**config.mk**
```make
export PLATFORM = sky130hd
export DESIGN_NAME = pll_reset_seq
export DESIGN_NICKNAME = d
export VERILOG_FILES = /design/src/rtl/pll_reset_seq.sv
export SDC_FILE = /design/constraint.sdc
export NUM_CORES = 1
export LEC_CHECK = 0
export BUFFER_PORTS_ARGS = -buffer_cell sky130_fd_sc_hd__buf_4
export CELL_PAD_IN_SITES_DETAIL_PLACEMENT = 0
export CELL_PAD_IN_SITES_GLOBAL_PLACEMENT = 1
export CORE_MARGIN = 3
export CORE_UTILIZATION = 28
export CTS_CLUSTER_DIAMETER = 200
export DETAILED_ROUTE_END_ITERATION = 8
export HOLD_SLACK_MARGIN = 0.1
export PLACE_DENSITY_LB_ADDON = 0.1
export SLEW_MARGIN = 20
export SYNTH_ARGS = -nofsm -noshare
export SYNTH_HDL_FRONTEND = slang
export SYNTH_SLANG_ARGS = --single-unit
```
**constraint.sdc**
```tcl
create_clock -name clk -period 2.1 [get_ports clk]
set_input_delay 0.525 -clock clk [delete_from_list [all_inputs] [get_ports clk]]
set_output_delay 0.525 -clock clk [all_outputs]
set_load 0.05 [all_outputs]
```
**src/rtl/pll_reset_seq.sv**
```systemverilog
// Lock-qualified reset sequencer and CPU clock-enable divider.
// The sequencer sits after the PLL and runs on the PLL output clock.
module pll_reset_seq #(
  parameter int SYNC_STAGES = 2,
  parameter int HOLD_CYCLES = 1024,
  parameter int CE_DIV      = 7
) (
  input  logic       clk,
  input  logic       resetn,
  input  logic       locked,
  input  logic       cpu_wait,
  output logic       sys_rst_n,
  output logic       cpu_ce,
  output logic [7:0] lost_lock_cnt
);

  localparam int HOLD_W = (HOLD_CYCLES > 1) ? $clog2(HOLD_CYCLES) : 1;
  localparam int CE_W   = (CE_DIV > 1) ? $clog2(CE_DIV) : 1;
  localparam logic [HOLD_W-1:0] HOLD_LAST = HOLD_W'(HOLD_CYCLES - 1);
  localparam logic [CE_W-1:0]   CE_LAST   = CE_W'(CE_DIV - 1);

  typedef enum logic [1:0] {
    WAIT_LOCK = 2'd0,
    HOLD      = 2'd1,
    RUN       = 2'd2
  } state_t;

  state_t                 state;
  state_t                 state_nxt;
  logic [SYNC_STAGES-1:0] sync_ff;
  logic                   lock_s;
  logic [HOLD_W-1:0]      hold_cnt;
  logic [HOLD_W-1:0]      hold_nxt;
  logic [CE_W-1:0]        ce_cnt;
  logic [CE_W-1:0]        ce_nxt;
  logic [7:0]             lost_nxt;

  // `locked` is asynchronous to clk; only the last flop feeds the FSM.
  always_ff @(posedge clk or negedge resetn) begin
    if (!resetn) begin
      sync_ff <= '0;
    end else begin
      sync_ff <= {sync_ff[SYNC_STAGES-2:0], locked};
    end
  end

  assign lock_s = sync_ff[SYNC_STAGES-1];

  always_ff @(posedge clk or negedge resetn) begin
    if (!resetn) begin
      state         <= WAIT_LOCK;
      hold_cnt      <= '0;
      ce_cnt        <= '0;
      lost_lock_cnt <= 8'd0;
      sys_rst_n     <= 1'b0;
    end else begin
      state         <= state_nxt;
      hold_cnt      <= hold_nxt;
      ce_cnt        <= ce_nxt;
      lost_lock_cnt <= lost_nxt;
      sys_rst_n     <= (state_nxt == RUN);
    end
  end

  always_comb begin
    state_nxt = state;
    hold_nxt  = hold_cnt;
    lost_nxt  = lost_lock_cnt;
    ce_nxt    = '0;
    unique case (state)
      WAIT_LOCK: begin
        if (lock_s) begin
          state_nxt = HOLD;
          hold_nxt  = '0;
        end
      end
      HOLD: begin
        // A lock drop on the terminal count still aborts the hold.
        if (!lock_s) begin
          state_nxt = WAIT_LOCK;
        end else if (hold_cnt == HOLD_LAST) begin
          state_nxt = RUN;
        end else begin
          hold_nxt = hold_cnt + HOLD_W'(1);
        end
      end
      RUN: begin
        if (!lock_s) begin
          state_nxt = WAIT_LOCK;
          if (lost_lock_cnt != 8'hFF) begin
            lost_nxt = lost_lock_cnt + 8'd1;
          end
        end
      end
      default: begin
        state_nxt = WAIT_LOCK;
      end
    endcase

    // Divider parks on its last count while the CPU is stalled.
    if (state != RUN) begin
      ce_nxt = '0;
    end else if (ce_cnt == CE_LAST) begin
      ce_nxt = cpu_wait ? ce_cnt : '0;
    end else begin
      ce_nxt = ce_cnt + CE_W'(1);
    end
  end

  always_comb begin
    cpu_ce = (state == RUN) && (ce_cnt == CE_LAST) && !cpu_wait;
  end

endmodule

```
# [Word-level counts from Yosys, hierarchy flattened]
# Index checks and enable logic that the tools add are counted.
[word_totals] reg_bits=26 in_bits=4
[op_classes] addsub=3 eq_ne=11 n_mux=12 bitwise_logic=1 reduce_logical=7
[ops] cell="$mux 10" count=3
[ops] cell="$pmux 10 s2" count=1
[ops] cell="$add 10x1->10 const B" count=1
[ops] cell="$eq 10x10->1 const B" count=1
[ops] cell="$mux 3" count=3
[ops] cell="$add 8x1->8 const B" count=1
[ops] cell="$mux 2" count=4
[ops] cell="$ne 2x2->1 const B" count=4
[ops] cell="$ne 8x8->1 const B" count=1
[ops] cell="$pmux 2 s3" count=1
[ops] cell="$eq 2x2->1 const B" count=2
[ops] cell="$reduce_and 4->1" count=1
[ops] cell="$add 3x1->3 const B" count=1
[ops] cell="$eq 3x3->1 const B" count=1
[ops] cell="$ne 3x3->1 const B" count=1
[ops] cell="$reduce_and 3->1" count=1
[ops] cell="$eq 2x1->1 const B" count=1
[ops] cell="$logic_and 1x1->1" count=2
[ops] cell="$logic_not 2->1" count=1
[ops] cell="$reduce_bool 2->1" count=1
[ops] cell="$logic_not 1->1" count=1
[ops] cell="$not 1->1" count=1

# [Depth between registers and ports, before layout]
[depth] word_depth=5 ltp_mapped=5

# [Least setup slack after synthesis]
# No wires, ideal clock.
[synth_timing] path_type="reg-to-output" start="register state[0]" end="output cpu_ce" arrival_time_ps=2197 path_slack_ps=-622 path_stages_with_launch=4 path_buffers=1 cell_sequence="dfrtp_1 nand2b_4 buf_6 nor4_1"
[synth_between] elab_chain_len=3
[synth_lines] element="from (decl)" line_no="28" rtl="state_t state;"
[synth_lines] element="from (signal assigned)" line_no="57" rtl="state <= state_nxt;"
[synth_lines] element="$eq 2x2->1" line_no="111" rtl="cpu_ce = (state == RUN) && (ce_cnt == CE_LAST) && !cpu_wait;"
[synth_lines] element="$logic_and 1x1->1 (2 in series)" line_no="111"
[synth_lines] element="to (decl)" line_no="13" rtl="output logic cpu_ce,"
# Every way passes these cells.

# [Worst setup path in the final report]
# Same ends and word-level chain as after synthesis.

==> impl_metrics.csv <==
group,metric,value,unit
job,cap_violations,0,
sta,setup_tns,0,ps
sta,slew_headroom,68.40,%
worst_hold_path,min_path_type,"in2async",
critical_path,worst_path_largest_cell_delay,390,ps
clock_network,cts_setup_buffers,0,
drt,drt_iter0_drc,57,
sta,maxSlewViolCount,0,
yosys,netlist_top_cells_area,"dfrtp_1 48%, a21oi_1 3.3%, nand2_1 3.3%",
critical_path,required,1570,ps
critical_path,worstPathCellList,"nand2b_4 > nor4_4 > buf_4",
critical_path,reg2reg_to,"hold_cnt[0]$_DFFE_PN0P_",
critical_path,cp_max_fo,9,
critical_path,arrival,1310,ps
yosys,syn_inst,131,
cells_and_area,area_growth,16.70,%
yosys,syn-num-nets,137,
floorplan,io_pins,14,
cells_and_area,drive_gt1_share,18.75,%
global_route,use_met1,15.67,%
global_route,grt_pass1_vias,1051,
yosys,synth_warnings,0,
clock_network,htreeDepth,1,
yosys,yosysSeqAreaShare,47.71,%
global_route,grt_util_met3,3.166,%
sta,layout_min_cycle_time,1839,ps
critical_path,reg2reg_depth,5,
sta,final_hold_viol_count,0,
sta,rsz0062_at_grt,"false",
global_route,grt_pass1_wl,4995,um
clock_network,clk_latency,270,ps
yosys,synth_top_area_cell,"dfrtp_1",
floorplan,initial_core_util,30.08,%
power_and_ir_drop,power_density,570.1,mW/mm^2
power_and_ir_drop,peakVddDrop,370.8,uV
cells_and_area,fin_util,35.10,%
drt,drt-vias-per-instance,4.885,
run_status,status,"finished, final reports clean",
yosys,netlist_area,0.001364,mm^2
floorplan,rows,24,
drt,avgRoutedWirePerCell,13.78,um
cells_and_area,num_antenna_cells,0,
sta,timing.fmax,0.5438,GHz
critical_path,slowest_stage,"dfrtp_1",
critical_path,worstPathBufferInverterCount,1,
floorplan,fp.dieW,75.79,um
power_and_ir_drop,fin_total_pwr,907.3,uW
yosys,synth_common_cells,"26 x dfrtp_1, 12 x nand2_1, 10 x nor2_1",
yosys,synth_edf_count,0,
power_and_ir_drop,p_leak,0.7028,nW
cells_and_area,nets,151,
clock_network,cts_tree,"yes",
drt,drt-total-wl,2881,um
clock_network,clk_pin_slew,90,ps
floorplan,die_h,75.79,um
sta,setup_violations,0,
floorplan,dieArea,0.005744,mm^2
critical_path,start_kind,"flip-flop",
drt,drt_pass1_iterations,4,
clock_network,clock_sinks,26,
global_route,overflow,0,
sta,fin_crit_sh,87.57,%
sta,setup_slack,261.1,ps
yosys,synth_most_common_cell,"dfrtp_1",
yosys,synth_top_cell_area_share,47.71,%
sta,worst_slew_pin_slew,474.0,ps
placement,io_buffers,13,
drt,num_vias,1021,
yosys,synth-async-reset-ratio,100.0,%
yosys,ys_seq_elements,26,
critical_path,critPathKind,"reg2out",
critical_path,cp-end-kind,"output pin",
global_route,track_usage,11.49,%
floorplan,core,0.004534,mm^2
clock_network,cts_resized,0,
critical_path,worstSetupStartpoint,"state[0]$_DFF_PN0_",
global_route,top_usage_layer,"met2",
yosys,avgSynthCellArea,10.41,um^2
global_route,grt_start_max_net_pins,27,
placement,gp_congestion,0.7915,
clock_network,cts-buffers-inserted,3,
critical_path,timing.rr.start,"hold_cnt[0]$_DFFE_PN0P_",
drt,antenna_left,0,
placement,dpl.hpwl,2004,um
placement,dp_slack,289.1,ps
drt,drc,0,
clock_network,cts_root_buf,"clkbuf_8",
yosys,synth_flop_cell,"dfrtp_1",
critical_path,r2r_slack,270,ps
clock_network,ctsLongestPathBuffers,2,
sta,hold_ws,148.6,ps
clock_network,hold_buffers,0,
global_route,antenna_found_initial,0,
critical_path,critical-path-top-delay-family,"simple AND/OR/NAND/NOR gates",
yosys,synth_cell_type_count,50,
global_route,grtUsageMet2,17.97,%
sta,skew,6.352,ps
-- worst register-to-register path: cells and delay by family (launching register included) --
| kind | cells | cell delay, ps |
|---|---|---|
| AO/OA/AOI/OAI | 1 | 180 |
| adder cells (fa/ha/maj) | 1 | 310 |
| multiplexers | 1 | 340 |
| AND/OR/NAND/NOR | 2 | 450 |
| flip-flops | 1 | 460 |
-- report_power, final --
part / internal, mW / switching (mW)
logic: 0.0189 / 0.0333
clock network: 0.168 / 0.160
registers: 0.510 / 0.0171
total: 0.697 / 0.210
-- registers in the layout (all words and copies together), names as in the netlist --
| register | flops |
|---|---|
| lost_lock_cnt | 8 |
| sys_rst_n | 1 |
| hold_cnt | 10 |
| sync_ff | 2 |
| ce_cnt | 3 |
| state | 2 |
-- cells by family after synthesis --
logic type	Yosys count	share of synthesized area, %
XOR/XNOR	4	2.569
multiplexers	5	4.311
flip-flops	26	47.71
adder cells (fa/ha/maj)	2	1.835
AND/OR/NAND/NOR	57	25.78
AO/OA/AOI/OAI	29	14.59
buffers and inverters	8	3.212
-- routing by layer --
| layer | up-vias | routed length, um |
|---|---|---|
| met3 | 2 | 97 |
| met2 | 18 | 1298 |
| met1 | 490 | 1461 |
| li1 | 511 | - |
| met4 | 0 | 24 |
| met5 | - | 0 |
-- layout by cell type, fill, tap and decap left out, drive strengths merged, types with 4 or more instances in the layout --
| master | netlist | routed |
|---|---|---|
| dfrtp | 26 | 26 |
| buf | 4 | 15 |
| nand2 | 13 | 13 |
| nor2 | 10 | 10 |
| a21oi | 9 | 9 |
| nand4 | 7 | 7 |
| nand3 | 6 | 6 |
| clkbuf | 2 | 4 |
| o21ai | 4 | 4 |
| mux2 | 4 | 4 |
-- worst max-delay path by stage --
stage	end	depth (start not counted)	slack, ps
after floorplan	lost_lock_cnt[1]$_DFFE_PN0P_	4	150
after global placement	hold_cnt[0]$_DFFE_PN0P_	5	340
after detailed placement	hold_cnt[0]$_DFFE_PN0P_	5	290
after CTS	cpu_ce	3	230
after global routing	cpu_ce	3	170
final	cpu_ce	3	260
-- area by class of cell --
type | instances | area [um^2]
Timing Repair Buffer | 15 | 112.6
Sequential cell | 26 | 650.6
Fill cell | 467 | 2943
Inverter | 2 | 7.507
Tap cell | 65 | 81.33
Multi-Input combinational cell | 97 | 684.4
Clock buffer | 4 | 55.05
-- through the flow --
| stage | instances | instance area [um^2] |
|---|---|---|
| finish | 209 | 1592 |
| global route | 209 | 1592 |
| CTS | 209 | 1592 |
| detailed placement | 205 | 1536 |
| global placement | 205 | 1536 |
| floorplan | 131 | 1379 |
No activity file was read; power rests on OpenSTA's default activity.
